--- src/rtl/seg7_scan_reader.sv ---
// rtl/seg7_scan_reader.sv - recovers the 16-bit word shown on a multiplexed 4-digit 7-segment display
module seg7_scan_reader #(
  parameter int STABLE_CYC = 4
) (
  input  logic        CLOCK_50,
  input  logic        RESET,
  input  logic [6:0]  SEG,
  input  logic [3:0]  DIG_N,
  output logic [15:0] VALUE,
  output logic        VALID,
  output logic [3:0]  DIGIT_ERR,
  output logic        ERR
);

  localparam logic [7:0]  CNT_MAX   = 8'(STABLE_CYC);
  localparam logic [7:0]  CNT_CAP   = 8'(STABLE_CYC - 1);
  localparam logic [10:0] PINS_IDLE = 11'h7FF;

  typedef enum logic [1:0] {IDLE, COLLECT, DONE} state_t;

  logic [10:0] sync1;
  logic [10:0] sync2;
  logic [7:0]  stable_cnt;
  logic        one_digit;
  logic [1:0]  cap_idx;
  logic [3:0]  cap_nib;
  logic        cap_bad;
  logic        capture;
  state_t      state;
  state_t      state_d;
  logic [15:0] shadow;
  logic [15:0] shadow_d;
  logic [3:0]  seen;
  logic [3:0]  seen_d;
  logic [3:0]  bad;
  logic [3:0]  bad_d;

  // Two-flop synchronizer; reset preloads a blank display so nothing is captured right after release.
  always_ff @(posedge CLOCK_50) begin
    if (RESET) begin
      sync1 <= PINS_IDLE;
      sync2 <= PINS_IDLE;
    end else begin
      sync1 <= {DIG_N, SEG};
      sync2 <= sync1;
    end
  end

  // Counts how many consecutive cycles sync2 has held its value (0 = first sample), saturating.
  always_ff @(posedge CLOCK_50) begin
    if (RESET) begin
      stable_cnt <= 8'd0;
    end else if (sync1 != sync2) begin
      stable_cnt <= 8'd0;
    end else if (stable_cnt != CNT_MAX) begin
      stable_cnt <= stable_cnt + 8'd1;
    end
  end

  // Accept only a single active digit enable; blanking and overlap are not digits.
  always_comb begin
    one_digit = 1'b1;
    cap_idx   = 2'd0;
    case (sync2[10:7])
      4'b1110: cap_idx = 2'd0;
      4'b1101: cap_idx = 2'd1;
      4'b1011: cap_idx = 2'd2;
      4'b0111: cap_idx = 2'd3;
      default: one_digit = 1'b0;
    endcase
  end

  // Inverse 7-segment decode (active-low, g..a); unknown patterns read as 0 and flag bad.
  always_comb begin
    cap_nib = 4'h0;
    cap_bad = 1'b0;
    case (sync2[6:0])
      7'b1000000: cap_nib = 4'h0;
      7'b1111001: cap_nib = 4'h1;
      7'b0100100: cap_nib = 4'h2;
      7'b0110000: cap_nib = 4'h3;
      7'b0011001: cap_nib = 4'h4;
      7'b0010010: cap_nib = 4'h5;
      7'b0000010: cap_nib = 4'h6;
      7'b1011000: cap_nib = 4'h7;
      7'b0000000: cap_nib = 4'h8;
      7'b0010000: cap_nib = 4'h9;
      7'b0001000: cap_nib = 4'hA;
      7'b0000011: cap_nib = 4'hB;
      7'b1000110: cap_nib = 4'hC;
      7'b0100001: cap_nib = 4'hD;
      7'b0000110: cap_nib = 4'hE;
      7'b0001110: cap_nib = 4'hF;
      default:    cap_bad = 1'b1;
    endcase
  end

  // The counter passes CNT_CAP exactly once per unchanged pair, giving a single capture.
  assign capture = (stable_cnt == CNT_CAP) && one_digit;

  // Sweep assembly: digit 0 opens (or restarts) a word, digits 1..3 fill it in.
  always_comb begin
    state_d  = state;
    shadow_d = shadow;
    seen_d   = seen;
    bad_d    = bad;
    case (state)
      IDLE: begin
        if (capture && (cap_idx == 2'd0)) begin
          shadow_d[3:0] = cap_nib;
          seen_d        = 4'b0001;
          bad_d         = {3'b000, cap_bad};
          state_d       = COLLECT;
        end
      end
      COLLECT: begin
        if (capture) begin
          if (cap_idx == 2'd0) begin
            shadow_d[3:0] = cap_nib;
            seen_d        = 4'b0001;
            bad_d         = {3'b000, cap_bad};
          end else begin
            shadow_d[{cap_idx, 2'b00} +: 4] = cap_nib;
            seen_d[cap_idx]                 = 1'b1;
            bad_d[cap_idx]                  = cap_bad;
          end
        end
        if (seen_d == 4'hF) begin
          state_d = DONE;
        end
      end
      DONE: begin
        seen_d  = 4'b0000;
        state_d = IDLE;
      end
      default: state_d = IDLE;
    endcase
  end

  // State and shadow registers; results publish on entry to DONE so they are valid alongside VALID.
  always_ff @(posedge CLOCK_50) begin
    if (RESET) begin
      state     <= IDLE;
      shadow    <= 16'h0000;
      seen      <= 4'b0000;
      bad       <= 4'b0000;
      VALUE     <= 16'h0000;
      DIGIT_ERR <= 4'b0000;
      ERR       <= 1'b0;
    end else begin
      state  <= state_d;
      shadow <= shadow_d;
      seen   <= seen_d;
      bad    <= bad_d;
      if ((state == COLLECT) && (state_d == DONE)) begin
        VALUE     <= shadow_d;
        DIGIT_ERR <= bad_d;
        ERR       <= |bad_d;
      end
    end
  end

  assign VALID = (state == DONE);

endmodule

--- config.mk ---
export PLATFORM = sky130hd
export DESIGN_NAME = seg7_scan_reader
export DESIGN_NICKNAME = d
export VERILOG_FILES = /design/src/rtl/seg7_scan_reader.sv
export SDC_FILE = /design/constraint.sdc
export NUM_CORES = 1
export LEC_CHECK = 0
export CORE_ASPECT_RATIO = 1.4
export CORE_MARGIN = 10
export CORE_UTILIZATION = 50
export CTS_CLUSTER_DIAMETER = 120
export DETAILED_ROUTE_END_ITERATION = 12
export PLACE_DENSITY = 0.81
export SLEW_MARGIN = 10
export SYNTH_ARGS = -nofsm -noshare
export SYNTH_HDL_FRONTEND = slang
export SYNTH_SLANG_ARGS = --single-unit
export TNS_END_PERCENT = 10
--- constraint.sdc ---
create_clock -name CLOCK_50 -period 4.2 [get_ports CLOCK_50]
set_input_delay 1.05 -clock CLOCK_50 [delete_from_list [all_inputs] [get_ports CLOCK_50]]
set_output_delay 1.05 -clock CLOCK_50 [all_outputs]
set_load 0.01 [all_outputs]
### Yosys cells after proc, flatten, opt, wreduce, memory -nomap -nowiden

Index checks and enable logic that the tools add are counted.

* add/sub/neg operators: 2
* order comparisons: 2
* equality and inequality tests: 27
* shifts and indexed selects: 2
* mux-type cells: 26
* bitwise logic cells: 1
* reduce and logical (&&, ||, !) cells: 13

Operator list (count)
* case mux 4 bit (15 select lines): 1
* 2-to-1 mux 4 bit: 9
* == test 7 bit (second input constant): 4
* 2-to-1 mux 12 bit: 2
* == test 7 x 5 -> 1 bit (second input constant): 3
* == test 7 x 6 -> 1 bit (second input constant): 3
* bitwise mux 16 bit: 1
* == test 4 bit (second input constant): 4
* 2-to-1 mux 16 bit: 1
* case mux 4 bit (2 select lines): 2
* OR reduction 16 bit: 1
* variable shift 4 x 6 -> 16 bit (first input constant): 1
* indexed part select 4 x 6 -> 16 bit: 1
* == test 7 x 2 -> 1 bit (second input constant): 2
* == test 7 x 4 -> 1 bit (second input constant): 2
* case mux 4 bit (3 select lines): 1
* inequality test 11 bit: 1
* adder 8 x 1 -> 8 bit (second input constant): 1
* == test 8 x 2 -> 1 bit (second input constant): 1
* inequality test 8 x 3 -> 1 bit (second input constant): 1
* OR reduction 4 bit: 2
* == test 7 x 3 -> 1 bit (second input constant): 1
* logical NOT 7 bit: 1
* negation 4 -> 6 bit: 1
* other kinds (18): 26

* register bits after elaboration: 77
* bits of input ports: 13
* logic and storage cells: 83

### Depth between registers and ports, before layout

* word-level depth: 15
* depth in mapped cells: 13

### Least setup slack after synthesis

Ideal clock, no wire load.

* path kind: reg-to-reg
* start: register stable_cnt[3]
* end: register VALUE[10]
* library setup time: 121 ps
* data arrival time: 2546 ps
* path slack: 1533 ps
* cell stages (with the launch flop): 11
* buffers on the path: 3
* path through: dfxtp_1 -> or4_4 -> or3_4 -> a21oi_4 -> nand2_1 -> and4_1 -> buf_6 -> o21bai_4 -> buf_6 -> buf_12 -> mux2_4

* cells in the longest elaborated chain, start to end: 9
* elaborated cells between the ends (all ways): 13

RTL lines
* start: declaration: RTL line 23 `logic [7:0] stable_cnt;`
* start signal: assignment: RTL line 56 `stable_cnt <= stable_cnt + 8'd1;`
* == test 8 x 2 -> 1 bit *: RTL line 99 `assign capture = (stable_cnt == CNT_CAP) && one_digit;`
* logical AND 1 bit *: RTL line 99
* 2-to-1 mux 4 bit: RTL line 117 `if (capture) begin`
* 2-to-1 mux 4 bit: RTL line 107 `case (state)`
* == test 4 bit: RTL line 128 `if (seen_d == 4'hF) begin`
* 2-to-1 mux 2 bit: RTL line 128
* case mux 2 bit (2 select lines): RTL line 107
* == test 2 bit: RTL line 155 `if ((state == COLLECT) && (state_d == DONE)) begin`
* logical AND 1 bit: RTL line 155
* end signal: assignment: RTL line 156 `VALUE <= shadow_d;`
* end: declaration: RTL line 9 `output logic [15:0] VALUE,`

Mark *: on every way between the ends. The rest lies on a longest branch, timed or not. The select of a mux whose other input is x is not followed.
A chain may end at the register's enable or synchronous reset.

### Final worst setup path

* start: register sync2[9]
* end: register VALUE[14]

* cells in the longest elaborated chain, start to end: 15
* elaborated cells between the ends (all ways): 32

RTL lines
* start: declaration: RTL line 22 `logic [10:0] sync2;`
* start signal: assignment: RTL line 45 `sync2 <= sync1;`
* == test 4 x 3 -> 1 bit / == test 4 bit (equally long branches): RTL line 64 `case (sync2[10:7])`
* case mux 2 bit (3 select lines): RTL line 64
* less-than comparator 2 x 3 -> 1 bit (implied by the code) / >= comparator 2 x 1 -> 1 bit (equally long branches): RTL line 124 `seen_d[cap_idx] = 1'b1;`
* logical AND 1 bit (implied by the code): RTL line 124
* 2-to-1 mux 1 bit (implied by the code): RTL line 124
* demux 1 bit (select 2 bit): RTL line 124
* bitwise OR 4 bit (no line)
* 2-to-1 mux 4 bit: RTL line 118 `if (cap_idx == 2'd0) begin`
* 2-to-1 mux 4 bit: RTL line 117
* 2-to-1 mux 4 bit: RTL line 107
* == test 4 bit: RTL line 128
* 2-to-1 mux 2 bit: RTL line 128
* case mux 2 bit (2 select lines): RTL line 107
* == test 2 bit: RTL line 155
* logical AND 1 bit: RTL line 155

Several ways; a longest one is shown, not always the timed one. The select of a mux whose other input is x is not followed.

==> run metrics <==
post-CTS setup buffer count=0; CTS tree=done; Syn Std Cell Area=3750 µm²; largest family of logic cells by synthesized area=simple AND/OR/NAND/NOR gates; critical path type=flop to flop; # hold bufs at CTS=0; DR vias=2911; max_slew headroom=49.0%; pin count of the biggest net entering global routing=44; Overflow after GRT=0; count of nets after finishing=461; HP Class=flop to flop; vias per inst=5.38; starting density of the core=51.3%; most frequent cells in the layout=dfxtp_1, clkdlybuf4s50_1, nand2_1, nor2_1, a21oi_1; io pins=35; first-pass detailed-route iteration total=4; Syn Area/Cell=9.00 µm²; Post-Synth XOR/XNOR Area=4.67%; Yosys top cell area share=41.1%; CP Launch Type=flop; FF+latch count, synth=77; Clk Latency, worst-skew pair=0.36 ns; top_reg_cell synth=dfxtp_1; simple-gate share of the synthesized area=26.4%; global-route wire length before repair=12600 µm; chip width=93.2 µm; post-DR wirelength/cell=13.7 µm; max cap viols=0; WP data arrival=3.30 ns; die height=123 µm; post-route ant nets=0; Core Box Area=7310 µm²; port bufs=34; RePlAce Congestion=0.911; EDFF count, synth=0; warnings from Yosys=0; Yosys top cell by area=dfxtp_1; Crit path required time=4.45 ns; DIE AREA=11400 µm²; Reg2Reg Depth=8; DRC viols=0; Tot GR Track Use=13.7%; initial antenna violation count=0; Area Overhead vs Synth=15.3%; pwr/cell area=341 nW/µm²; Post-DP Area=4090 µm²; cells after synthesis=417; Clock Tree Root=clkbuf_8; Post-Route Setup TNS=0 ns; Max VDD drop=0.240 mV; Least-Margin Pin Slew=0.765 ns; min Tclk post-route=3.05 ns; CP max FO=19; number of endpoints failing setup at the final stage=0; kind of cell adding the most delay to the critical path=simple AND/OR/NAND/NOR gates; syn nets=439; final wirelength=7390 µm; ys async rst share=0%; worst hold stages=2; Fillers=681; DRT iter0 DRCs=151; Final Instance Area=4330 µm²; total clock sinks=77; Layout Skew=0.00835 ns; sequential element share of the synthesized area=41.1%; TritonCTS buffer count=9; RSZ-0062 raised after global routing=false; H-tree Lvls=3; CP Buf/Inv Count=1; diode count=0; post-synthesis mux area share=7.27%; compound-gate portion of the synthesized area=13.0%; commonest non-fill, non-tap cell in the layout=dfxtp_1; Hold Slack=0.466 ns; cts repair resizes=0; DP HPWL=5450 µm; Final Hold Violating Endpoints=0; share of layout cells above drive strength 1=15.1%; Overall Power=1.47 mW; CP peak stage delay=0.57 ns; clk buf depth=2; fin crit share=72.7%; status=complete, no violations; Slew Limit Fails=0; crit end category=flop; slowest cell on the critical path=o21bai_4; vias in the first global route=2813; Leakage=1.65 nW; FMAX=328 MHz; ranking of synthesized cells by area=dfxtp_1, xor2_1, or2_2; # rows=37; post-synthesis adder-cell area fraction=3.00%; CP Depth=8; crit path cell chain=xor2_1 > and3_1 > inv_1 > ha_1 > nand2_1 > and4_1 > o21bai_4 > mux2_2; Worst-path clk slew=0.08 ns; Synth cell types=55
metrics by stage:
stage	util, %	setup WS, ns	instances
floorplan	-	1.53	417
global placement	56.0	1.25	525
detailed placement	56.0	1.18	525
CTS	59.2	1.16	541
global route	59.2	0.925	541
finish	59.2	1.15	541
power by group:
part           internal (mW)  leakage, nW  switching [mW]
Combinational         0.0378        0.911          0.0416
Sequential             0.740        0.626          0.0161
Clock                  0.368        0.116           0.271
sequential cells by signal, indices dropped and copies added (netlist names):
name        cells
VALUE          16
shadow         16
sync1          11
sync2          11
stable_cnt      8
DIGIT_ERR       4
bad             4
seen            4
state           2
ERR             1
cell usage after synthesis, types with 6 or more instances:
master    count
nor2_1       27
nand3_1      15
clkbuf_1     19
nand3b_1     12
or2_2        24
dfxtp_1      77
xor2_1       18
ha_1          9
a21oi_1      25
nor3_1       11
nand2b_1      6
nand2_1      28
nor2b_1      23
inv_1        13
o21a_1        8
mux2_4        8
o21ai_0      14
a31oi_1       6
mux2_2       10
cell type report:
| type | count | area (µm²) | area share (%) |
|---|---|---|---|
| Clock buffer | 11 | 151 | 3.50 |
| Clock inverter | 5 | 81.3 | 1.88 |
| Inverter | 13 | 48.8 | 1.13 |
| Multi-Input combinational cell | 303 | 2040 | 47.1 |
| Sequential cell | 77 | 1540 | 35.6 |
| Tap cell | 97 | 121 | 2.81 |
| Timing Repair Buffer | 35 | 343 | 7.92 |
path summary, 6_finish.rpt:
path             start         to  slack [ns]
min          shadow[6]  shadow[6]        0.47
min reg2reg  shadow[6]  shadow[6]        0.47
max           sync2[9]  VALUE[14]        1.15
max reg2reg   sync2[9]  VALUE[14]        1.15
worst register-to-register path: stages (launching register included):
cell and delay (ns):
dfxtp_1 0.47, xor2_1 0.10, and3_1 0.29, inv_1 0.17
ha_1 0.43, nand2_1 0.18, and4_1 0.32, o21bai_4 0.57
mux2_2 0.41
layer usage:
metal | wire length, µm | global-route usage [%] | vias to the layer above
met3 | 300 | 3.18 | 24
li1 | - | - | 1488
met2 | 3790 | 24.0 | 58
met4 | 293 | 10.1 | 0
met1 | 3010 | 13.9 | 1341
met5 | 0 | 0 | -
cells by family after synthesis:
group | Yosys count
AND/OR/NAND/NOR | 178
multiplexers | 22
XOR/XNOR | 20
adder cells (fa/ha/maj) | 9
buffers and inverters | 37
flip-flops | 77
AO/OA/AOI/OAI | 74
Power figures use the tool's default switching activity.
